`src/rtl/jls_pkg.sv`:
```
// Shared types and constants for the JPEG-LS frame feeder: FSM states,
// bubble modes, accepted frame-size limits and the bubble LFSR polynomial.
package jls_pkg;

  typedef enum logic [2:0] {
    ST_IDLE,
    ST_SOF,
    ST_BUB,
    ST_PIX,
    ST_GAP
  } state_t;

  typedef enum logic [1:0] {
    BUB_NONE  = 2'd0,
    BUB_FIXED = 2'd1,
    BUB_RAND  = 2'd2,
    BUB_RSVD  = 2'd3
  } bub_mode_t;

  localparam logic [14:0] MIN_W = 15'd5;
  localparam logic [14:0] MAX_W = 15'd16384;
  localparam logic [13:0] MAX_H = 14'd16383;

  // x^16+x^14+x^13+x^11+1 in right-shifting Galois form
  localparam logic [15:0] LFSR_TAPS = 16'hB400;

  function automatic logic [15:0] lfsr_step(input logic [15:0] q);
    return q[0] ? ((q >> 1) ^ LFSR_TAPS) : (q >> 1);
  endfunction

  // Bubble cycles to insert before the next pixel.
  function automatic logic [3:0] bub_len(input bub_mode_t m, input logic [3:0] n,
                                         input logic [15:0] q);
    logic [15:0] d;
    d = {12'd0, n} + 16'd1;
    case (m)
      BUB_FIXED: return n;
      BUB_RAND:  return 4'(q % d);
      default:   return 4'd0;
    endcase
  endfunction

endpackage

```
`src/rtl/jls_lfsr16.sv`:
```
// Seedable, enable-gated 16-bit LFSR; o_nxt exposes the value the register
// takes on the next enabled edge so callers can look one step ahead.
module jls_lfsr16
  import jls_pkg::*;
#(
  parameter logic [15:0] SEED = 16'hACE1
) (
  input  logic        i_clk,
  input  logic        i_rst,
  input  logic        i_en,
  output logic [15:0] o_q,
  output logic [15:0] o_nxt
);

  // An all-zero state would lock up the register.
  localparam logic [15:0] SEED_EFF = (SEED == 16'd0) ? 16'd1 : SEED;

  logic [15:0] r_q;

  assign o_q   = r_q;
  assign o_nxt = lfsr_step(r_q);

  always_ff @(posedge i_clk) begin
    if (i_rst)     r_q <= SEED_EFF;
    else if (i_en) r_q <= o_nxt;
  end

endmodule

```
`src/rtl/jls_frame_feeder.sv`:
```
// Frame feeder: emits an SOF header, then forwards w*h upstream pixels to the
// encoder with optional fixed/random bubbles, then a fixed idle gap.
module jls_frame_feeder
  import jls_pkg::*;
#(
  parameter int          XW         = 8,
  parameter int          SOF_CYCLES = 368,
  parameter int          GAP_CYCLES = 16,
  parameter logic [15:0] LFSR_SEED  = 16'hACE1
) (
  input  logic          clk,
  input  logic          rst,
  input  logic          start,
  input  logic [14:0]   s_w,
  input  logic [13:0]   s_h,
  input  logic [1:0]    bub_mode,
  input  logic [3:0]    bub_n,
  input  logic          s_valid,
  input  logic [XW-1:0] s_x,
  output logic          s_ready,
  output logic          o_sof,
  output logic [13:0]   o_w,
  output logic [13:0]   o_h,
  output logic          o_e,
  output logic [XW-1:0] o_x,
  output logic          busy,
  output logic          done,
  output logic          err
);

  localparam logic [15:0] SOF_LD = 16'(SOF_CYCLES - 1);
  localparam logic [15:0] GAP_LD = 16'(GAP_CYCLES - 1);

  state_t        r_state;
  bub_mode_t     r_mode;
  logic [3:0]    r_bn;
  logic [27:0]   r_pix;
  logic [15:0]   r_cnt;
  logic          r_sof, r_e, r_done, r_err;
  logic [13:0]   r_ow, r_oh;
  logic [XW-1:0] r_x;

  logic          w_size_ok, w_accept, w_lfsr_en;
  logic [15:0]   w_lfsr, w_lfsr_nxt;
  logic [3:0]    w_k_first, w_k_next;
  bub_mode_t     w_mode_in;

  assign w_size_ok = (s_w >= MIN_W) && (s_w <= MAX_W) && (s_h != 14'd0) && (s_h <= MAX_H);
  assign s_ready   = (r_state == ST_PIX) && !rst;
  assign w_accept  = s_ready && s_valid;
  assign w_lfsr_en = w_accept && (r_mode == BUB_RAND);
  assign w_mode_in = (bub_mode == 2'd3) ? BUB_NONE : bub_mode_t'(bub_mode);
  // First pixel uses the current LFSR; later pixels see it after this accept's step.
  assign w_k_first = bub_len(r_mode, r_bn, w_lfsr);
  assign w_k_next  = bub_len(r_mode, r_bn, w_lfsr_nxt);

  jls_lfsr16 #(.SEED(LFSR_SEED)) u_lfsr (
    .i_clk (clk),
    .i_rst (rst),
    .i_en  (w_lfsr_en),
    .o_q   (w_lfsr),
    .o_nxt (w_lfsr_nxt)
  );

  always_ff @(posedge clk) begin
    if (rst) begin
      r_state <= ST_IDLE;
      r_mode  <= BUB_NONE;
      r_bn    <= '0;
      r_pix   <= '0;
      r_cnt   <= '0;
      r_sof   <= 1'b0;
      r_ow    <= '0;
      r_oh    <= '0;
      r_e     <= 1'b0;
      r_x     <= '0;
      r_done  <= 1'b0;
      r_err   <= 1'b0;
    end else begin
      r_e    <= w_accept;
      r_x    <= w_accept ? s_x : '0;
      r_done <= 1'b0;
      r_err  <= 1'b0;
      case (r_state)
        ST_IDLE: if (start) begin
          if (w_size_ok) begin
            r_state <= ST_SOF;
            r_cnt   <= SOF_LD;
            r_mode  <= w_mode_in;
            r_bn    <= bub_n;
            r_pix   <= 28'(s_w) * 28'(s_h);
            r_sof   <= 1'b1;
            r_ow    <= 14'(s_w - 15'd1);
            r_oh    <= s_h - 14'd1;
          end else begin
            r_err <= 1'b1;
          end
        end
        ST_SOF: if (r_cnt == 16'd0) begin
          r_sof <= 1'b0;
          r_ow  <= '0;
          r_oh  <= '0;
          if (w_k_first == 4'd0) r_state <= ST_PIX;
          else begin
            r_state <= ST_BUB;
            r_cnt   <= {12'd0, w_k_first} - 16'd1;
          end
        end else r_cnt <= r_cnt - 16'd1;
        ST_BUB: if (r_cnt == 16'd0) r_state <= ST_PIX;
                else r_cnt <= r_cnt - 16'd1;
        ST_PIX: if (w_accept) begin
          r_pix <= r_pix - 28'd1;
          if (r_pix == 28'd1) begin
            if (GAP_CYCLES == 0) begin
              r_state <= ST_IDLE;
              r_done  <= 1'b1;
            end else begin
              r_state <= ST_GAP;
              r_cnt   <= GAP_LD;
            end
          end else if (w_k_next != 4'd0) begin
            r_state <= ST_BUB;
            r_cnt   <= {12'd0, w_k_next} - 16'd1;
          end
        end
        ST_GAP: if (r_cnt == 16'd0) begin
          r_state <= ST_IDLE;
          r_done  <= 1'b1;
        end else r_cnt <= r_cnt - 16'd1;
        default: r_state <= ST_IDLE;
      endcase
    end
  end

  assign o_sof = r_sof;
  assign o_w   = r_ow;
  assign o_h   = r_oh;
  assign o_e   = r_e;
  assign o_x   = r_x;
  assign busy  = (r_state != ST_IDLE);
  assign done  = r_done;
  assign err   = r_err;

endmodule

```
`config.mk`:
```
export PLATFORM = sky130hd
export DESIGN_NAME = jls_frame_feeder
export DESIGN_NICKNAME = d
export VERILOG_FILES = /design/src/rtl/jls_pkg.sv /design/src/rtl/jls_lfsr16.sv /design/src/rtl/jls_frame_feeder.sv
export SDC_FILE = /design/constraint.sdc
export NUM_CORES = 1
export LEC_CHECK = 0
export BUFFER_PORTS_ARGS = -buffer_cell sky130_fd_sc_hd__buf_2
export CORE_UTILIZATION = 25
export DETAILED_ROUTE_END_ITERATION = 7
export PLACE_DENSITY = 0.45
export SYNTH_ARGS = -nofsm -noshare
export SYNTH_HDL_FRONTEND = slang
export SYNTH_SLANG_ARGS = --single-unit
```
`constraint.sdc`:
```
create_clock -name clk -period 33.5 [get_ports clk]
set_clock_uncertainty 0.05 [all_clocks]
set_input_delay 6.7 -clock clk [delete_from_list [all_inputs] [get_ports clk]]
set_output_delay 6.7 -clock clk [all_outputs]
set_load 0.02 [all_outputs]
```
==> results of run 1 <==
==> registers in the layout, summed over array words and instances (netlist names) <==
name	flops
done	1
err	1
o_e	1
o_h	14
o_sof	1
o_w	14
o_x	8
r_bn	4
r_cnt	16
r_mode	2
r_pix	28
r_state	3
u_lfsr.o_q	16
==> final timing paths <==
check                          from                     end  cells after the start  slack [ns]
max            r_bn[1]$_SDFFE_PP0P_  r_cnt[15]$_SDFFE_PP0P_                    151        2.45
min          r_pix[12]$_SDFFE_PP0P_  r_pix[12]$_SDFFE_PP0P_                      2        0.43
min reg2reg  r_pix[12]$_SDFFE_PP0P_  r_pix[12]$_SDFFE_PP0P_                      2        0.43
max reg2reg    r_bn[1]$_SDFFE_PP0P_  r_cnt[15]$_SDFFE_PP0P_                    151        2.45
==> layout by cell type (no fill, tap or decap), types with 32 or more instances in the layout <==
cell and count:
a22oi_1 36, nor2_1 248, o21a_1 69, or3_1 35
buf_2 87, dfxtp_1 106, nand3_1 54, ha_1 243
nand2b_1 45, and2_1 105, buf_4 66, inv_1 239
xor2_1 37, mux2i_1 32, fa_1 154, nand2_1 324
mux2_2 34, xnor2_1 85, nor3_1 103, o21ai_0 106
a21oi_1 165
==> critical path: cells and delay by family, from the launching register on <==
kind / cells / cell delay (ns)
AND/OR/NAND/NOR: 55 / 10.34
buffers and inverters: 6 / 0.52
multiplexers: 7 / 2.13
flip-flops: 1 / 0.36
adder cells (fa/ha/maj): 17 / 4.67
AO/OA/AOI/OAI: 66 / 12.85
==> layout make-up <==
cell class / count / area [um2]
antenna: 2 / 5.00
tap: 1176 / 1470
clock buffer: 10 / 229
fill: 9892 / 64800
clock inverter: 6 / 88.8
timing repair buffer: 154 / 942
multi-input combinational: 2464 / 19300
inverter: 240 / 901
sequential: 109 / 2190
==> layer usage <==
| layer | global-route usage | part of all wire | vias to the layer above |
|---|---|---|---|
| li1 | - | - | 10500 |
| met1 | 0.200 | 0.48 | 10200 |
| met3 | 0.0165 | 0.026 | 54 |
| met5 | 0 | 0.00081 | - |
| met4 | 0.0225 | 0.010 | 8 |
| met2 | 0.252 | 0.48 | 254 |
==> what timing repair did <==
action | in CTS | in global routing
resized for setup | 11 | 63
gates cloned | 0 | 0
buffers inserted | 1 | 22
setup endpoints to repair | 17 | 19
pin swaps | 1 | 10
==> kinds of logic (layout without fill, tap and decap cells) <==
group / after synthesis / in the layout
buf+inv: 383 / 410
flops: 109 / 109
compound gates: 719 / 719
simple gates: 1148 / 1148
fa+ha+maj: 398 / 398
mux: 74 / 74
other cells: 0 / 2
xor+xnor: 125 / 125
==> metrics by stage <==
stage	utilization	cell area (um2)	cells	worst slack, ns
global route	0.279	25100	4160	-0.0431
global placement	0.270	24300	4120	-1.19
finish	0.279	25100	4161	2.45
CTS	0.274	24700	4137	0.197
floorplan	-	22600	2956	1.98
detailed placement	0.270	24300	4120	-1.22
==> run summary, run 1 <==
Hold Vio Cnt, Final: 0
total gr overflow: 0
Synthesized Nets: 3401
cts hold-fix bufs: 0
layout cells sized above 1: 0.127
critical path required time: 33.78 ns
Compound-Gate Fraction of Synth Area: 0.225
port bufs: 88
Worst Path Class, Setup: reg2reg
first-pass detailed-route iteration total: 5
Worst-path clk slew: 0.10 ns
vias per cell: 5.03
number of enable flip-flop cells after synthesis: 0
Boundary Pins: 89
setup TNS: 0 ns
WP data arrival: 31.33 ns
hold slack final: 0.434 ns
CTS sink cnt: 109
Final #Nets: 3423
initial core utilization: 0.252
Post-synth top cells: nand2_1, nor2_1, ha_1
CP most frequent cell: ha_1
CTS root buf: clkbuf_16
Routed Antenna Nets: 0
Worst-Margin Slew: 1.16 ns
largest net degree at the start of global routing: 61
DR WL/cell: 16.3 um
Post-Synth Adder-Cell Area: 0.271
Crit-path slowest cell: or3b_2
CP Capture Type: register
CP max FO: 13
sequential-to-total area share from yosys stat: 0.0964
Highest Clock Rate: 32.2 MHz
vias in the first global route: 20.5k
drt total wl: 68000 um
# Max-Cap Violations: 0
CP startpoint kind: register
num rows: 110
flops & latches, synth: 109
core area: 89900 um2
Netlist cell types: 125
clk_lat worst skew: 0.40 ns
routed via count: 20.9k
status: complete, no violations
async set-reset flop share out of synthesis: 0
main combinational cell family by area after synthesis: adder cells
Slew Viols, Final: 0
Total Die Area: 91800 um2
post-synth top area cell: fa_1
slew margin rel.: 0.224
CTS HTree Levels: 3
most common cell in the synthesized netlist: nand2_1
area share of the largest cell type after synthesis: 0.136
Die Wd: 303 um
crit-path max cell delay: 0.53 ns
Post-Syn Area: 22600 um2
initial antenna violation count: 8
dpl hpwl: 52500 um
clk buf depth: 2
Chip Height: 303 um
Area Growth Syn to Fin: 10.8%
Synth Area per Inst: 7.66 um2
1st-iter DRT viols: 1098
first-pass GRT wire length: 110000 um
Synth Area in XOR/XNOR: 0.0487
top cells by area, synth: fa_1, ha_1, dfxtp_1, nand2_1, nor2_1
routability cong.: 0.824
CTS Buf Count: 9
Syn. warnings: 0
post-synthesis cell count: 2956
mux cell area share after synthesis: 0.0365
CTS tree: yes
# DRC: 0
worst hold path type: reg2reg
Main synth FF type: dfxtp_1
GRT Resource Usage Total: 0.147
endpoints failing setup: 0
simple-gate share of the synthesized area: 0.255
period utilization: 0.927
Tmin final: 31.05 ns
Power of run 1 is left out: the tool's default activity adds up to more than one toggle a clock period on the data nets, which glitch-free logic cannot reach.
==> run 2: changes to the inputs <==
--- a/config.mk
+++ b/config.mk
@@ -6,6 +6,8 @@
 export NUM_CORES = 1
 export LEC_CHECK = 0
 export BUFFER_PORTS_ARGS = -buffer_cell sky130_fd_sc_hd__buf_2
+export CORE_ASPECT_RATIO = 1.2
+export CORE_MARGIN = 5
 export CORE_UTILIZATION = 25
 export DETAILED_ROUTE_END_ITERATION = 7
 export PLACE_DENSITY = 0.45
==> run 2 against run 1 <==
Die area increased by 5.4%. Routed wire length increased by 6.7%. Sequential share of layout area about the same. First-iteration DRC count decreased by 4.6%. Non-clock buffer count increased by 3. Worst hold slack about the same. Flip-flop and latch count unchanged. Utilization decreased by 0.20 points. Setup slack got worse by 0.34 ns. Via count increased by 1.6%.
==> run summary, run 2 (synthesis results as in run 1) <==
largest reg by FF count: r_pix
commonest non-fill, non-tap cell in the layout: nand2_1
clk_lat worst skew: 0.39 ns
# Max-Cap Violations: 0
vias per cell: 5.12
delay-heaviest family, CP: compound AO/OA/AOI/OAI gates
routed via count: 21.3k
dpl hpwl: 56600 um
first-pass GRT wire length: 115000 um
critical path required time: 33.75 ns
CTS HTree Levels: 3
Slew Viols, Final: 0
num rows: 121
crit-path max cell delay: 0.53 ns
Hold Path Depth: 2
Boundary Pins: 89
multi-input logic area: 19200 um2
CP Capture Type: register
Crit-path slowest cell: or3b_2
vias in the first global route: 21.6k
Final #Nets: 3426
Worst Path Class, Setup: reg2reg
Cell Area, Placed: 24300 um2
# DRC: 0
slew margin rel.: 0.439
Total Die Area: 96700 um2
Chip Height: 340 um
hold slack final: 0.434 ns
core area: 90400 um2
initial core utilization: 0.250
worst hold path type: reg2reg
total buffers and inverters traversed by the critical path: 6
status: complete, no violations
1st-iter DRT viols: 1047
Inserted Diodes: 0
Routed Antenna Nets: 0
largest net degree at the start of global routing: 62
non-filler cells in the finished layout: 4154
CP startpoint kind: register
setup TNS: 0 ns
max reg flops: 28
clk buf depth: 2
period utilization: 0.937
Worst-path clk slew: 0.08 ns
CTS sink cnt: 109
R2R depth: 146
CP most frequent cell: ha_1
total gr overflow: 0
Highest Clock Rate: 31.9 MHz
routability cong.: 0.818
layout cells sized above 1: 0.126
fin area: 25000 um2
Die Wd: 285 um
WP data arrival: 31.64 ns
GRT Resource Usage Total: 0.145
Tmin final: 31.39 ns
port bufs: 88
CP max FO: 23
initial antenna violation count: 1
placed cell count: 4120
Crit path depth: 146
DR WL/cell: 17.5 um
CTS tree: yes
endpoints failing setup: 0
Area Growth Syn to Fin: 10.6%
CTS root buf: clkbuf_16
first-pass detailed-route iteration total: 5
Reg area: 2180 um2
# fillers: 9926
Hold Vio Cnt, Final: 0
CTS Buf Count: 9
most frequent cells in the layout: nand2_1, nor2_1, ha_1
Worst-Margin Slew: 0.829 ns
drt total wl: 72500 um
## run 2: cell types whose count changed in the layout (fill, tap and decap cells not counted), sizes merged
cell / previous run / this run
inv: 244 / 242
clkbuf: 10 / 11
diode: 2 / 0
buf: 154 / 157
clkinvlp: 0 / 1
clkinv: 1 / 2
bufinv: 1 / 0
## run 2: area by class of cell
class,instances,share of cell area
Multi-Input combinational cell,2464,0.768
Sequential cell,109,0.0872
Timing Repair Buffer,157,0.0387
Clock buffer,11,0.00969
Inverter,240,0.0360
Clock inverter,5,0.00170
Tap cell,1168,0.0584
## run 2: worst paths after layout
path | end | slack (ns) | start
setup / recovery | r_cnt[15]$_SDFFE_PP0P_ | 2.11 | r_bn[0]$_SDFFE_PP0P_
hold / removal | r_pix[7]$_SDFFE_PP0P_ | 0.43 | r_pix[7]$_SDFFE_PP0P_
setup reg to reg | r_cnt[15]$_SDFFE_PP0P_ | 2.11 | r_bn[0]$_SDFFE_PP0P_
hold reg to reg | r_pix[7]$_SDFFE_PP0P_ | 0.43 | r_pix[7]$_SDFFE_PP0P_
## run 2: worst min-delay path: stages (launching register included)
cell	delay (ns)
dfxtp_1	0.32
o21ai_0	0.07
a21oi_1	0.06
## run 2: per-layer routing
metal	vias up	global-route usage	wire length, um
met5	-	0	0
met4	0	0.0477	2420
met3	121	0.0195	2320
met2	363	0.269	37200
met1	10300	0.172	30600
li1	10500	-	-
## run 2: stage by stage
stage          setup slack, ns   util
6_report                  2.11  0.277
5_1_grt                -0.0408  0.277
4_1_cts                 0.0464  0.273
3_5_place_dp             -1.00  0.269
3_3_place_gp             -1.04  0.269
2_1_floorplan             1.98      -
## run 2: what timing repair did
item / CTS / global route
hold buffers: 0 / 0
resized for setup: 11 / 59
setup buffers: 0 / 18
endpoints found under the setup margin: 17 / 19
pin swaps: 0 / 15
gates cloned: 0 / 0
Power of run 2 is left out for the same reason.
==> run 3: changes to the inputs <==
--- a/config.mk
+++ b/config.mk
@@ -10,7 +10,7 @@
 export CORE_MARGIN = 5
 export CORE_UTILIZATION = 25
 export DETAILED_ROUTE_END_ITERATION = 7
-export PLACE_DENSITY = 0.45
+export PLACE_DENSITY = 0.44
 export SYNTH_ARGS = -nofsm -noshare
 export SYNTH_HDL_FRONTEND = slang
 export SYNTH_SLANG_ARGS = --single-unit
==> constraint.sdc (replaced) <==
create_clock -name clk -period 34.4 [get_ports clk]
set_clock_uncertainty 0.05 [all_clocks]
set_input_delay 3.44 -clock clk [delete_from_list [all_inputs] [get_ports clk]]
set_output_delay 3.44 -clock clk [all_outputs]
set_load 0.02 [all_outputs]
==> run 3 against run 2 <==
Non-clock buffer count increased by 23. Flip-flop and latch count unchanged. First-iteration DRC count decreased by 8.5%. Fmax decreased by 0.67%. Via count decreased by 0.66%. Worst hold slack got worse by 0.0088 ns. Count of clock-buffer cells in the layout unchanged. Utilization increased by 0.14 points. Setup slack improved by 0.69 ns. Critical path type unchanged. Highest routed layer is now met5.
==> run summary, run 3 (synthesis results as in run 1) <==
setup TNS: 0 ns
Tmin final: 31.60 ns
CP most frequent cell: o21a_1
# Max-Cap Violations: 0
largest net degree at the start of global routing: 62
core area: 90400 um2
clk buf depth: 2
CP Capture Type: register
vias per cell: 5.05
CP startpoint kind: register
Routed Antenna Nets: 0
commonest non-fill, non-tap cell in the layout: nand2_1
multi-input logic area: 19200 um2
Final #Nets: 3449
Highest Clock Rate: 31.6 MHz
vias in the first global route: 21.4k
num rows: 121
CP max FO: 14
Chip Height: 340 um
Worst-path clk slew: 0.09 ns
worst hold path type: reg2reg
Total Die Area: 96700 um2
crit-path max cell delay: 0.54 ns
Reg2Reg Setup Slack: 2.80 ns
layout cells sized above 1: 0.130
# DRC: 0
Util after Layout: 0.278
Reg area: 2190 um2
Critical R2R Launch: r_bn[0]$_SDFFE_PP0P_
R2R depth: 161
drt total wl: 71000 um
largest reg by FF count: r_pix
period utilization: 0.919
non-filler cells in the finished layout: 4181
DR WL/cell: 17.0 um
clk_lat worst skew: 0.40 ns
Worst R2R End: r_cnt[3]$_SDFFE_PP0P_
slew margin rel.: 0.449
Worst-Margin Slew: 0.816 ns
Hold Vio Cnt, Final: 0
CTS root buf: clkbuf_16
hold slack final: 0.426 ns
Slew Viols, Final: 0
total gr overflow: 0
initial core utilization: 0.250
initial antenna violation count: 6
endpoints failing setup: 0
RSZ-0062 raised after global routing: yes
Area Growth Syn to Fin: 11.1%
max reg flops: 28
Die Wd: 285 um
cts hold-fix bufs: 0
Hold Path Depth: 2
1st-iter DRT viols: 958
first-pass detailed-route iteration total: 6
# fillers: 9871
Worst Path Class, Setup: reg2reg
CTS sink cnt: 109
port bufs: 88
CTS tree: yes
WP data arrival: 31.80 ns
CTS HTree Levels: 3
routability cong.: 0.810
Hold Path Sink: r_pix[12]$_SDFFE_PP0P_
Boundary Pins: 89
Crit-path slowest cell: or4b_1
dpl hpwl: 55600 um
CTS Buf Count: 9
first-pass GRT wire length: 115000 um
most frequent cells in the layout: nand2_1, nor2_1, ha_1
critical path required time: 34.60 ns
status: complete, no violations
GRT Resource Usage Total: 0.143
placed cell count: 4150
min-delay src: r_pix[12]$_SDFFE_PP0P_
routed via count: 21.1k
==> run 3: cell types whose count changed in the layout (fill, tap and decap cells not counted), sizes merged <==
cell,previous run,this run
diode,0,4
clkinvlp,1,0
clkinv,2,3
buf,157,180
==> run 3: worst max-delay path by stage <==
stage / end / depth (start not counted) / slack [ns] / start
2_1_floorplan: r_cnt[6]$_SDFFE_PP0P_ / 161 / 2.88 / r_bn[0]$_SDFFE_PP0P_
3_5_place_dp: r_cnt[15]$_SDFFE_PP0P_ / 148 / 0.97 / r_bn[0]$_SDFFE_PP0P_
5_1_grt: r_cnt[15]$_SDFFE_PP0P_ / 152 / -0.06 / r_bn[0]$_SDFFE_PP0P_
4_1_cts: r_cnt[15]$_SDFFE_PP0P_ / 148 / 0.89 / r_bn[0]$_SDFFE_PP0P_
6_report: r_cnt[3]$_SDFFE_PP0P_ / 161 / 2.80 / r_bn[0]$_SDFFE_PP0P_
3_3_place_gp: r_cnt[3]$_SDFFE_PP0P_ / 163 / 1.50 / r_bn[0]$_SDFFE_PP0P_
==> run 3: through the flow <==
stage / setup slack [ns] / instance area (um2)
2_1_floorplan: 2.88 / 22600
3_3_place_gp: 1.50 / 24600
3_5_place_dp: 0.972 / 24600
4_1_cts: 0.887 / 24900
5_1_grt: -0.0597 / 25200
6_report: 2.80 / 25200
==> run 3: what timing repair did <==
| item | in CTS | in global routing |
|---|---|---|
| setup endpoints to repair | 0 | 19 |
| buffers inserted | 0 | 11 |
| gates resized for setup | 0 | 54 |
==> run 3: critical path, delay by kind of cell (launching register included) <==
| family | cells | cell delay [ns] |
|---|---|---|
| buffers and inverters | 14 | 2.03 |
| and+or+nand+nor | 57 | 10.10 |
| AOI/OAI and AO/OA | 65 | 11.52 |
| adders and majority gates | 17 | 5.06 |
| muxes | 8 | 2.15 |
| DFF | 1 | 0.46 |
==> run 3: metal layers <==
layer / global-route usage / up-vias / share of wire / wire length (um)
met5: 0 / - / 0.00035 / 25
met4: 0.0362 / 4 / 0.025 / 1790
met3: 0.0178 / 94 / 0.032 / 2240
met2: 0.261 / 354 / 0.50 / 35700
met1: 0.179 / 10200 / 0.44 / 31300
li1: - / 10500 / - / -
==> run 3: cell type report <==
cell class                      instances  share of cell area
Timing Repair Buffer                  180              0.0455
Clock inverter                          5             0.00169
Sequential cell                       109              0.0869
Tap cell                             1168              0.0581
Antenna cell                            4            0.000398
Inverter                              240              0.0358
Clock buffer                           11             0.00965
Multi-Input combinational cell       2464               0.762
Power of run 3 is left out for the same reason.
